`config.mk`:
```
export PLATFORM = sky130hd
export DESIGN_NAME = low_priority_arbiter_8
export DESIGN_NICKNAME = d
export VERILOG_FILES = /design/src/rtl/low_priority_arbiter_pkg.sv /design/src/rtl/low_priority_pick_8.sv /design/src/rtl/low_priority_arbiter_8.sv
export SDC_FILE = /design/constraint.sdc
export NUM_CORES = 1
export LEC_CHECK = 0
export CAP_MARGIN = 20
export CORE_MARGIN = 4
export CORE_UTILIZATION = 40
export DETAILED_ROUTE_END_ITERATION = 8
export PLACE_DENSITY_LB_ADDON = 0.05
export RECOVER_POWER = 100
export SLEW_MARGIN = 20
export SYNTH_ARGS = -nofsm -noshare
export SYNTH_HDL_FRONTEND = slang
export SYNTH_HIERARCHICAL = 1
export SYNTH_SLANG_ARGS = --single-unit
```
`constraint.sdc`:
```
create_clock -name Clock_In -period 1.6 [get_ports Clock_In]
set_input_delay 0.24 -clock Clock_In [delete_from_list [all_inputs] [get_ports Clock_In]]
set_output_delay 0.24 -clock Clock_In [all_outputs]
set_load 0.005 [all_outputs]
```
`src/rtl/low_priority_arbiter_pkg.sv`:
```
// rtl/low_priority_arbiter_pkg.sv - shared sizes and FSM state type for the 8-way arbiter
package low_priority_arbiter_pkg;
    localparam int NUM_REQ    = 8;
    localparam int IDX_W      = 3;
    localparam int HOLD_CNT_W = 8;

    typedef enum logic [1:0] {
        IDLE    = 2'd0,
        GRANT   = 2'd1,
        RELEASE = 2'd2
    } arb_state_e;
endpackage

```
`src/rtl/low_priority_pick_8.sv`:
```
// rtl/low_priority_pick_8.sv - combinational lowest-set-bit picker over an 8-bit vector
module low_priority_pick_8
    import low_priority_arbiter_pkg::*;
(
    input  logic [NUM_REQ-1:0] vec_i,
    output logic [IDX_W-1:0]   idx_o,
    output logic               valid_o
);
    always_comb begin
        idx_o   = '0;
        valid_o = 1'b0;
        for (int i = NUM_REQ - 1; i >= 0; i--) begin
            if (vec_i[i]) begin
                idx_o   = IDX_W'(i);
                valid_o = 1'b1;
            end
        end
    end
endmodule

```
`src/rtl/low_priority_arbiter_8.sv`:
```
// rtl/low_priority_arbiter_8.sv - 8-way hold-limited arbiter; LOW_PRIORITY_ARBITER_ROUND_ROBIN_EN selects round-robin
module low_priority_arbiter_8
    import low_priority_arbiter_pkg::*;
#(
    parameter int unsigned MAX_HOLD_CYCLES = 16
) (
    input  logic               Clock_In,
    input  logic               Reset_N_In,
    input  logic [NUM_REQ-1:0] Request_In,
    output logic [NUM_REQ-1:0] Grant_Out,
    output logic [IDX_W-1:0]   Grant_Index_Out,
    output logic               Grant_Valid_Out,
    output logic               Timeout_Out
);
    localparam logic [HOLD_CNT_W-1:0] HOLD_LAST = HOLD_CNT_W'(MAX_HOLD_CYCLES - 1);

    arb_state_e            state_q, state_d;
    logic [HOLD_CNT_W-1:0] hold_cnt_q, hold_cnt_d;
    logic [NUM_REQ-1:0]    mask_q, mask_d;
    logic [NUM_REQ-1:0]    grant_q, grant_d;
    logic [IDX_W-1:0]      idx_q, idx_d;
    logic                  valid_q, valid_d;
    logic [NUM_REQ-1:0]    eligible;
    logic [NUM_REQ-1:0]    pick_vec;
    logic [IDX_W-1:0]      pick_idx;
    logic [IDX_W-1:0]      sel_idx;
    logic                  pick_valid;
    logic                  timeout;

    assign eligible = Request_In & ~mask_q;

`ifdef LOW_PRIORITY_ARBITER_ROUND_ROBIN_EN
    logic [IDX_W-1:0] ptr_q, ptr_d;

    // Rotate so the pointer position lands on bit 0, then undo the rotation on the index.
    always_comb begin
        pick_vec = '0;
        for (int i = 0; i < NUM_REQ; i++) begin
            pick_vec[i] = eligible[IDX_W'(i) + ptr_q];
        end
    end

    assign sel_idx = pick_idx + ptr_q;
    assign ptr_d   = (state_q == GRANT && state_d == RELEASE) ? idx_q + IDX_W'(1) : ptr_q;

    always_ff @(posedge Clock_In or negedge Reset_N_In) begin
        if (!Reset_N_In) begin
            ptr_q <= '0;
        end else begin
            ptr_q <= ptr_d;
        end
    end
`else
    assign pick_vec = eligible;
    assign sel_idx  = pick_idx;
`endif

    low_priority_pick_8 u_pick (
        .vec_i   (pick_vec),
        .idx_o   (pick_idx),
        .valid_o (pick_valid)
    );

    // A dropped request wins over expiry, so no timeout when the owner's bit is low.
    assign timeout = (state_q == GRANT) && Request_In[idx_q] && (hold_cnt_q == HOLD_LAST);
    assign mask_d  = (mask_q & Request_In) | (timeout ? grant_q : '0);

    always_comb begin
        state_d    = state_q;
        hold_cnt_d = hold_cnt_q;
        grant_d    = grant_q;
        idx_d      = idx_q;
        valid_d    = valid_q;
        case (state_q)
            // The release cycle doubles as the arbitration cycle, keeping the gap to one dead cycle.
            IDLE, RELEASE: begin
                if (pick_valid) begin
                    state_d    = GRANT;
                    hold_cnt_d = '0;
                    grant_d    = NUM_REQ'(1) << sel_idx;
                    idx_d      = sel_idx;
                    valid_d    = 1'b1;
                end else begin
                    state_d = IDLE;
                    grant_d = '0;
                    idx_d   = '0;
                    valid_d = 1'b0;
                end
            end
            GRANT: begin
                if (!Request_In[idx_q] || timeout) begin
                    state_d = RELEASE;
                    grant_d = '0;
                    idx_d   = '0;
                    valid_d = 1'b0;
                end else begin
                    hold_cnt_d = hold_cnt_q + HOLD_CNT_W'(1);
                end
            end
            default: begin
                state_d = IDLE;
                grant_d = '0;
                idx_d   = '0;
                valid_d = 1'b0;
            end
        endcase
    end

    always_ff @(posedge Clock_In or negedge Reset_N_In) begin
        if (!Reset_N_In) begin
            state_q    <= IDLE;
            hold_cnt_q <= '0;
            mask_q     <= '0;
            grant_q    <= '0;
            idx_q      <= '0;
            valid_q    <= 1'b0;
        end else begin
            state_q    <= state_d;
            hold_cnt_q <= hold_cnt_d;
            mask_q     <= mask_d;
            grant_q    <= grant_d;
            idx_q      <= idx_d;
            valid_q    <= valid_d;
        end
    end

    assign Grant_Out       = grant_q;
    assign Grant_Index_Out = idx_q;
    assign Grant_Valid_Out = valid_q;
    assign Timeout_Out     = timeout;
endmodule
```
=== Word level (Yosys, flattened, before mapping) ===
Cells that the tools add are included.

* Bits of input ports: 10
* Logic and storage cells: 61
* Bits in registers: 30
* Output and inout port bits: 13

* Reductions and logical operators: 8
* Magnitude comparators: 1
* Add/subtract/negate cells: 1
* Shift-type cells: 1
* Bitwise gates (word level): 4
* Multiplexer cells: 34
* Eq/ne operators: 6

{| class="wikitable"
|+ Operators with widths
! kind !! count
|-
| $mux W8 || 5
|-
| $pmux W8 S2 || 2
|-
| $mux W3 || 10
|-
| $and A8 B8 Y8 || 2
|-
| $mux W1 || 12
|-
| $add A8 B1 Y8 const B || 1
|-
| $eq A8 B4 Y1 const B || 1
|-
| $not A8 Y8 || 1
|-
| $or A8 B8 Y8 || 1
|-
| $shl A1 B3 Y8 const A || 1
|-
| $pmux W3 S2 || 1
|-
| $lt A3 B4 Y1 const B || 1
|-
| $ne A2 B2 Y1 const B || 2
|-
| $pmux W2 S2 || 1
|-
| $bmux W1 S3 || 1
|-
| $reduce_and A3 Y1 || 1
|-
| $eq A2 B1 Y1 const B || 1
|-
| $eq A2 B2 Y1 const B || 1
|-
| $logic_and A1 B1 Y1 || 2
|-
| $logic_not A2 Y1 || 1
|-
| $mux W2 || 1
|-
| $ne A2 B1 Y1 const B || 1
|-
| $pmux W1 S2 || 1
|-
| $reduce_bool A2 Y1 || 1
|-
| 3 further kinds || 3
|}

=== Depth between registers and ports, before layout ===
Gate-level depths: netlist (run 1).

* Depth after elaboration: 13
* Mapped depth: 8
* Mapped depth without buffers: 6

=== Modules after synthesis ===
The synthesis (run 1) kept the hierarchy.

{| class="wikitable"
|+ By module, submodules not included
! module !! times used !! cells an instance !! seq. area each (µm²) !! area each (µm²)
|-
| low_priority_arbiter_8 || 1 || 123 || 750.7 || 1,412.6
|-
| low_priority_pick_8 || 1 || 13 || 0.0 || 80.1
|}

=== Worst setup path before layout (run 1) ===
OpenSTA, ideal clock, no wires.

* Kind: reg-to-reg
* Start: register idx_q[1] (netlist: Grant_Index_Out[1])
* End: register grant_q[6] (netlist: Grant_Out[6])
* Required time: 1,479 ps
* Path slack: -102 ps
* Path buffers: 3
* Cell stages (with the launch flop): 9
* Clock period less this slack: 1,702 ps
* Setup time: 121 ps
* Arrival: 1,581 ps
* Cell sequence: dfrtp_1 > buf_6 > mux2i_1 > nand3_1 > and3_4 > and2_4 > buf_6 > buf_6 > a22o_1

* Cells in the longest elaborated chain, start to end: 6
* Elaborated cells on any way between the ends: 7
* Classes of those cells: eq/ne (1); mux (2); reduce/logical (4)

{| class="wikitable"
|+ RTL lines
! element !! RTL line !! text
|-
| start, declared || low_priority_arbiter_8.sv:21 || <nowiki>logic [IDX_W-1:0] idx_q, idx_d;</nowiki>
|-
| start signal, assigned || low_priority_arbiter_8.sv:122 || <nowiki>idx_q <= idx_d;</nowiki>
|-
| $bmux W1 S3 * || low_priority_arbiter_8.sv:65, low_priority_arbiter_8.sv:91 ||
|-
| $mux W1 (implied by the code) * || low_priority_arbiter_8.sv:65, low_priority_arbiter_8.sv:91 ||
|-
| $logic_and A1 B1 Y1 (2 in a row) || low_priority_arbiter_8.sv:65 || <nowiki>assign timeout = (state_q == GRANT) && Request_In[idx_q] && (hold_cnt_q == HOLD_LAST);</nowiki>
|-
| $logic_or A1 B1 Y1 * || low_priority_arbiter_8.sv:91 || <nowiki>if (!Request_In[idx_q] || timeout) begin</nowiki>
|-
| $ne A2 B1 Y1 (no line) * || -- ||
|-
| end signal, assigned || low_priority_arbiter_8.sv:121 || <nowiki>grant_q <= grant_d;</nowiki>
|-
| end, declared || low_priority_arbiter_8.sv:20 || <nowiki>logic [NUM_REQ-1:0] grant_q, grant_d;</nowiki>
|}

Every way passes the cells marked *; elsewhere a longest branch is shown, timed or not. The select of a mux whose other input is x is not followed.
A chain may end at the register's enable or synchronous reset.

=== Worst setup path in the final report (run 1) ===
* Start: register idx_q[1] (netlist: Grant_Index_Out[1])
* End: output Timeout_Out

* Cells in the longest elaborated chain, start to end: 4

{| class="wikitable"
|+ RTL lines
! element !! RTL line !! text
|-
| $bmux W1 S3 || low_priority_arbiter_8.sv:65 ||
|-
| $mux W1 (implied by the code) || low_priority_arbiter_8.sv:65 ||
|-
| $logic_and A1 B1 Y1 (2 in a row) || low_priority_arbiter_8.sv:65 ||
|-
| end, declared || low_priority_arbiter_8.sv:13 || <nowiki>output logic Timeout_Out</nowiki>
|}

Every way passes these cells. The select of a mux whose other input is x is not followed.

==> Flow_metrics.wiki, run 1 <==
{| class="wikitable"
! Metric !! Value
|-
| Synthesized area per cell || 11.0 µm²
|-
| Class of the tightest hold or removal check || in -> reg
|-
| Chain of cells forming the critical path || mux2i_2, a22oi_2, nand3_2, nor2_4, buf_2
|-
| Max IR drop VDD || 0.796 mV
|-
| Global placement routability congestion || 0.838
|-
| Post-synthesis simple-gate area fraction || 20.0%
|-
| Clock insertion delay at the later pin of the skew report || 0.28 ns
|-
| Yosys reg bits || 30
|-
| GRT overflow || 0
|-
| Hold-fix buffers at CTS || 0
|-
| Maximum fanout along the worst path || 6
|-
| Final cell count without fillers || 250
|-
| Vias per inst || 5.43
|-
| Post-synthesis cell count || 136
|-
| Main combinational cell family by area after synthesis || compound AO/OA/AOI/OAI gates
|-
| Max capacitance violation total || 0
|-
| Setup tns final || -2.09 ns
|-
| Count of routing violations after the opening detailed-route iteration || 43
|-
| CORE AREA || 3470 µm²
|-
| Pleak || 1.13 nW
|-
| Number of antenna violations at the first check in global routing || 0
|-
| Maximum number of pins on one net before global-route repair || 31
|-
| Number of global-route vias before repair || 1,444
|-
| Adder-cell share of the synthesized area || 0.838%
|-
| Global-route usage over all layers || 19.1%
|-
| Period Utilization, post-route || 111%
|-
| Kind of cell adding the most delay to the critical path || flip-flops
|-
| Drt drc || 0
|-
| Post-synthesis cell area || 1490 µm²
|-
| Unrepaired setup endpoints after global routing || true
|-
| Hold Startpoint || Request_In[0]
|-
| Library cell used as clock root buffer || sky130_fd_sc_hd__clkbuf_8
|-
| Fillers || 285
|-
| Slew at the pin closest to its max-slew limit || 0.759 ns
|-
| DRT antenna net count || 0
|-
| Crit. Startpoint || Grant_Index_Out[1]
|-
| Die outline area || 4770 µm²
|-
| Critical setup path kind || reg -> out
|-
| Setup violators final || 20
|-
| Highest Clock Rate || 565 MHz
|-
| CTS H-tree depth || 2
|-
| Row count || 21
|-
| Fraction of layout cells with a size suffix above 1 || 43.1%
|-
| Failing checks || setup timing
|-
| Nets in the synthesized netlist || 147
|-
| Kind of end point of the critical path || output port
|-
| DRT Wirelength || 4330 µm
|-
| Xor/xnor share of the synthesized area || 0%
|-
| Total instance count after detailed placement || 234
|-
| Compound-gate portion of the synthesized area || 21.2%
|-
| Die X-Extent || 69.1 µm
|-
| Largest buffer count on any clock path || 2
|-
| DP Wirelength || 2920 µm
|-
| Fin crit period || 1.77 ns
|-
| Wire length of the first global-routing pass || 7200 µm
|-
| Length of the first detailed-routing pass in iterations || 4
|-
| Clock tree from TritonCTS || built
|-
| Die boundary height || 69.1 µm
|-
| Data required, critical path || 1.36 ns
|-
| Starting utilization of the core area || 43.0%
|-
| Total via count in the routed design || 1,357
|-
| Pins Over Slew Limit || 0
|-
| Power density over cell area || 1220 nW/µm²
|-
| Worst setup slack after layout || -0.171 ns
|-
| Run status || finished with violations
|-
| Final Net Count || 214
|-
| Count of input and output buffers || 22
|-
| Wire length per cell || 17.3 µm
|-
| Headroom to the max-slew limit || 49.4%
|-
| Data arrival at the endpoint of the critical path || 1.53 ns
|-
| Clock Sink Count || 30
|-
| Nature of the critical path startpoint || flip-flop
|-
| Signed area change from the synthesized netlist to the final layout || 56.7%
|-
| Register area || 752 µm²
|-
| Final hold violation count || 0
|-
| Largest incremental delay on the critical path || 0.50 ns
|-
| Reg clk slew, reported paths || 0.06 ns
|-
| Buf+Inv Stages, Crit Path || 1
|-
| Layout Skew || 0.00206 ns
|-
| Cell with the largest stage delay on the worst path || sky130_fd_sc_hd__dfrtp_2
|-
| Inserted Diodes || 0
|-
| Area after DPL || 1990 µm²
|-
| Design Area, Final || 2340 µm²
|-
| Multi-input combinational cell area || 860 µm²
|-
| Fraction of synthesized area in multiplexers || 3.35%
|-
| Launch instance of the worst register-to-register path || Grant_Index_Out[1]
|-
| Post-synthesis cell type count || 37
|-
| TritonCTS buffer count || 5
|-
| IO Pins || 23
|-
| Sequential fraction of the synthesis area || 50.3%
|-
| Yosys warning total || 6
|}
[metal layers]
| metal | routed length [µm] | global-route usage, % | share of wire (%) |
|---|---|---|---|
| met5 | 0 | 0 | 0 |
| met4 | 46 | 6.07 | 1.1 |
| met3 | 215 | 5.96 | 5.0 |
| met2 | 2060 | 30.0 | 48 |
| met1 | 2000 | 25.0 | 46 |
[power by group]
part / switching (W) / internal [W] / total, W
clock network: 0.000286 / 0.000434 / 0.000720
logic: 0.000547 / 0.000638 / 0.00119
registers: 0.0000834 / 0.000864 / 0.000947
total: 0.000916 / 0.00194 / 0.00285
[cell usage in the layout, fill, tap and decap left out, types with 2 or more instances in the layout]
cell type | synthesis | final
sky130_fd_sc_hd__buf_4 | 0 | 37
sky130_fd_sc_hd__dfrtp_1 | 30 | 29
sky130_fd_sc_hd__a22o_1 | 16 | 16
sky130_fd_sc_hd__dlygate4sd3_1 | 0 | 10
sky130_fd_sc_hd__clkbuf_8 | 0 | 8
sky130_fd_sc_hd__nor2b_2 | 0 | 6
sky130_fd_sc_hd__nor2_1 | 7 | 5
sky130_fd_sc_hd__nand2_1 | 6 | 5
sky130_fd_sc_hd__inv_1 | 4 | 4
sky130_fd_sc_hd__nand3_2 | 0 | 4
sky130_fd_sc_hd__nor2b_4 | 0 | 4
sky130_fd_sc_hd__dlymetal6s2s_1 | 0 | 4
sky130_fd_sc_hd__dlygate4sd2_1 | 0 | 4
sky130_fd_sc_hd__and2_4 | 1 | 3
sky130_fd_sc_hd__o21ai_0 | 4 | 3
sky130_fd_sc_hd__a21oi_1 | 4 | 3
sky130_fd_sc_hd__nor2b_1 | 13 | 3
sky130_fd_sc_hd__clkdlybuf4s50_1 | 0 | 3
sky130_fd_sc_hd__buf_6 | 4 | 3
sky130_fd_sc_hd__nor4_4 | 0 | 2
sky130_fd_sc_hd__mux2i_2 | 0 | 2
sky130_fd_sc_hd__mux2i_1 | 5 | 2
sky130_fd_sc_hd__nor2_2 | 0 | 2
sky130_fd_sc_hd__nand4_1 | 2 | 2
sky130_fd_sc_hd__or3_1 | 2 | 2
sky130_fd_sc_hd__a32o_1 | 2 | 2
sky130_fd_sc_hd__a21o_1 | 2 | 2
sky130_fd_sc_hd__nand2b_4 | 0 | 2
sky130_fd_sc_hd__nand3_1 | 6 | 2
sky130_fd_sc_hd__o211ai_1 | 2 | 2
sky130_fd_sc_hd__o31ai_1 | 2 | 2
sky130_fd_sc_hd__o21ai_1 | 1 | 2
[state kept, by name, indices dropped and copies added (netlist names)]
signal,cells
Grant_Out,8
state_q,2
hold_cnt_q,8
mask_q,8
Grant_Valid_Out,1
Grant_Index_Out,3
[cells in the mapped netlist (all sizes together)]
library cell | instances | area, µm²
o31ai | 2 | 15.0
a32o | 2 | 20.0
or3 | 2 | 12.5
o41ai | 1 | 8.76
a31oi | 2 | 12.5
a21oi | 4 | 20.0
and2 | 3 | 21.3
ha | 1 | 12.5
a211oi | 1 | 7.51
a41oi | 1 | 8.76
inv | 4 | 15.0
o21ai | 5 | 25.0
nor4 | 3 | 25.0
o21bai | 1 | 7.51
mux2i | 5 | 50.1
nand3 | 6 | 30.0
a22o | 16 | 140
a311oi | 1 | 8.76
nand4 | 3 | 25.0
dfrtp | 30 | 751
o211ai | 2 | 15.0
nand2 | 6 | 22.5
a21o | 2 | 15.0
buf | 5 | 48.8
a22oi | 1 | 12.5
nor2b | 13 | 81.3
nand2b | 3 | 18.8
and4 | 1 | 8.76
and3 | 1 | 11.3
nor3 | 1 | 5.00
nor2 | 8 | 37.5
[kinds of logic (layout without fill, tap and decap cells)]
family,count (synthesis),count (layout)
AOI/OAI and AO/OA,41,41
and+or+nand+nor,50,51
buffers and inverters,9,76
adders and majority gates,1,1
muxes,5,5
DFF,30,30
[final timing paths]
path                                      endpoint  slack, ns  cells past startpoint
worst min register to register     Grant_Valid_Out       0.48                      1
worst min-delay path                     mask_q[0]       0.27                      2
worst max register to register       hold_cnt_q[6]      -0.16                      6
min in group asynchronous            hold_cnt_q[7]       0.56                      2
max in group asynchronous       Grant_Index_Out[1]       0.51                      2
worst max-delay path                   Timeout_Out      -0.17                      5
[final cells by class]
cell class	instances	share of cell area [%]
sequential	30	32.2
multi-input combinational	98	36.8
timing repair buffer	64	23.3
inverter	4	0.642
clock buffer	8	4.71
tap	46	2.46
[per-stage QoR]
stage	hold WS, ns	power (W)	setup WS (ns)	utilization, %
global route	0.284	0.00300	-0.230	67.4
global placement	0.460	0.00190	-0.531	57.4
detailed placement	0.468	0.00192	-0.560	57.4
CTS	0.371	0.00276	-0.163	64.4
finish	0.268	0.00285	-0.171	67.4
floorplan	-0.0556	0.00146	-0.0745	-
[worst reg2reg max path: stages, from the launching register on]
cell and delay (ns):
sky130_fd_sc_hd__dfrtp_2 0.50, sky130_fd_sc_hd__mux2i_2 0.20, sky130_fd_sc_hd__a22oi_2 0.18, sky130_fd_sc_hd__nand3_2 0.14, sky130_fd_sc_hd__buf_4 0.19, sky130_fd_sc_hd__or3_1 0.35
sky130_fd_sc_hd__a21oi_1 0.14
[timing repair]
action	4_1_cts	5_1_grt
setup endpoints to repair	32	31
setup buffers	4	5
pin swaps	17	5
cloned	1	0
resized for setup	36	19
No activity file was read; power rests on OpenSTA's default activity.
==> run 2, diff against run 1 <==
- SKIP_CTS_REPAIR_TIMING: default -> 1
- clock period: 1.6 -> 1.7 ns (I/O delays scaled with it)
==> Flow_metrics.wiki, run 2 (synthesis gave the netlist of run 1 again) <==
{| class="wikitable"
! Metric !! Value
|-
| Maximum fanout along the worst path || 16
|-
| Most frequent cells in the layout || sky130_fd_sc_hd__buf_4 (34), sky130_fd_sc_hd__dfrtp_1 (29), sky130_fd_sc_hd__a22o_1 (16), sky130_fd_sc_hd__dlygate4sd3_1 (10), sky130_fd_sc_hd__clkbuf_8 (8)
|-
| Final Net Count || 209
|-
| Number of global-route vias before repair || 1,313
|-
| DRT Wirelength || 4010 µm
|-
| Total via count in the routed design || 1,322
|-
| CORE AREA || 3470 µm²
|-
| Max capacitance violation total || 0
|-
| Count of input and output buffers || 22
|-
| Length of the first detailed-routing pass in iterations || 4
|-
| Number of antenna violations at the first check in global routing || 0
|-
| GRT overflow || 0
|-
| TritonCTS buffer count || 5
|-
| Clock Sink Count || 30
|-
| Slew at the pin closest to its max-slew limit || 0.752 ns
|-
| Library cell used as clock root buffer || sky130_fd_sc_hd__clkbuf_8
|-
| Largest buffer count on any clock path || 2
|-
| Pleak || 1.06 nW
|-
| Final hold violation count || 0
|-
| Starting utilization of the core area || 43.0%
|-
| DRT antenna net count || 0
|-
| Leading cell type in the layout, fill and taps excluded || sky130_fd_sc_hd__buf_4
|-
| Reg clk slew, reported paths || 0.07 ns
|-
| Area after DPL || 1990 µm²
|-
| Class of the tightest hold or removal check || in -> reg
|-
| Fraction of layout cells with a size suffix above 1 || 37.2%
|-
| Signed area change from the synthesized netlist to the final layout || 48.4%
|-
| Clock tree from TritonCTS || built
|-
| Period Utilization, post-route || 108%
|-
| Count of routing violations after the opening detailed-route iteration || 84
|-
| Max IR drop VDD || 0.691 mV
|-
| Pins Over Slew Limit || 0
|-
| Failing checks || setup timing
|-
| Setup violators final || 18
|-
| Global-route usage over all layers || 17.6%
|-
| Global placement routability congestion || 0.847
|-
| Nature of the critical path startpoint || flip-flop
|-
| Design Area, Final || 2220 µm²
|-
| Unrepaired setup endpoints after global routing || true
|-
| Layout Skew || 0.00915 ns
|-
| Row count || 21
|-
| Die outline area || 4770 µm²
|-
| Wire length per cell || 16.4 µm
|-
| Data arrival at the endpoint of the critical path || 1.99 ns
|-
| Critical setup path kind || reg -> reg
|-
| Kind of end point of the critical path || flip-flop
|-
| Die boundary height || 69.1 µm
|-
| DP Wirelength || 3050 µm
|-
| Inserted Diodes || 0
|-
| Wire length of the first global-routing pass || 6630 µm
|-
| CTS H-tree depth || 2
|-
| Die X-Extent || 69.1 µm
|-
| Setup tns final || -1.34 ns
|-
| Clock insertion delay at the later pin of the skew report || 0.28 ns
|-
| Headroom to the max-slew limit || 49.9%
|-
| Maximum number of pins on one net before global-route repair || 31
|-
| Worst setup slack after layout || -0.134 ns
|-
| Highest Clock Rate || 545 MHz
|-
| Fin crit period || 1.83 ns
|-
| Data required, critical path || 1.86 ns
|-
| Drt drc || 0
|-
| Run status || finished with violations
|-
| Vias per inst || 5.40
|-
| IO Pins || 23
|-
| Power density over cell area || 1150 nW/µm²
|}
-- run 2: changes by cell type in the layout (fill, tap and decap cells not counted), moves of 2 or more --
cell                              previous run  this run
sky130_fd_sc_hd__dlygate4sd2_1               4         0
sky130_fd_sc_hd__nor2b_4                     4         0
sky130_fd_sc_hd__buf_4                      37        34
sky130_fd_sc_hd__clkdlybuf4s50_1             3         6
sky130_fd_sc_hd__nor2b_1                     3         6
sky130_fd_sc_hd__nand3_1                     2         4
sky130_fd_sc_hd__nand3_2                     4         2
sky130_fd_sc_hd__nor4_2                      1         3
sky130_fd_sc_hd__nor4_4                      2         0
-- run 2: layer usage --
metal  GRT usage, %  share of wire, %  wire length, µm  up-vias
met3           4.51               5.0              201        5
met4           5.21               1.0               42        0
met1           23.5                46             1830      643
met2           28.1                48             1940       37
li1               -                 -                -      637
met5              0                 0                0        -
-- run 2: worst paths after layout --
kind,start,end,slack [ns],depth (start not counted)
max reg2reg,Grant_Index_Out[1],Grant_Out[2],-0.13,6
min,Request_In[5],mask_q[5],0.28,2
max in group asynchronous,Reset_N_In,Grant_Index_Out[1],0.60,2
max,Grant_Index_Out[1],Grant_Out[2],-0.13,6
min reg2reg,Grant_Valid_Out,Grant_Valid_Out,0.47,1
min in group asynchronous,Reset_N_In,state_q[1],0.57,2
-- run 2: final cells by class --
| class | count | area (µm²) |
|---|---|---|
| Sequential cell | 30 | 752 |
| Timing Repair Buffer | 60 | 518 |
| Tap cell | 46 | 57.6 |
| Inverter | 4 | 15.0 |
| Fill cell | 311 | 1250 |
| Clock buffer | 8 | 110 |
| Multi-Input combinational cell | 97 | 763 |
-- run 2: power by group --
group          leakage (nW)  internal, W  switching (W)
sequential            0.406     0.000813      0.0000817
clock                0.0575     0.000408       0.000259
combinational         0.598     0.000530       0.000451
total                  1.06      0.00175       0.000792
-- run 2: worst max-delay path: stages (launching register included) --
cell	delay (ns)
sky130_fd_sc_hd__dfrtp_2	0.50
sky130_fd_sc_hd__mux2i_4	0.29
sky130_fd_sc_hd__nand3_2	0.12
sky130_fd_sc_hd__buf_4	0.15
sky130_fd_sc_hd__and3_4	0.17
sky130_fd_sc_hd__and2_4	0.21
sky130_fd_sc_hd__a22o_1	0.26
-- run 2: through the flow --
step / power, W / worst slack [ns] / hold slack [ns] / utilization [%] / std cells
3_5_place_dp: 0.00181 / -0.463 / 0.467 / 57.4 / 235
2_1_floorplan: 0.00137 / 0.00479 / -0.0406 / - / 136
4_1_cts: 0.00248 / -0.581 / 0.381 / 60.6 / 243
5_1_grt: 0.00270 / -0.205 / 0.304 / 63.9 / 245
3_3_place_gp: 0.00179 / -0.448 / 0.460 / 57.4 / 235
6_report: 0.00254 / -0.134 / 0.283 / 63.9 / 245
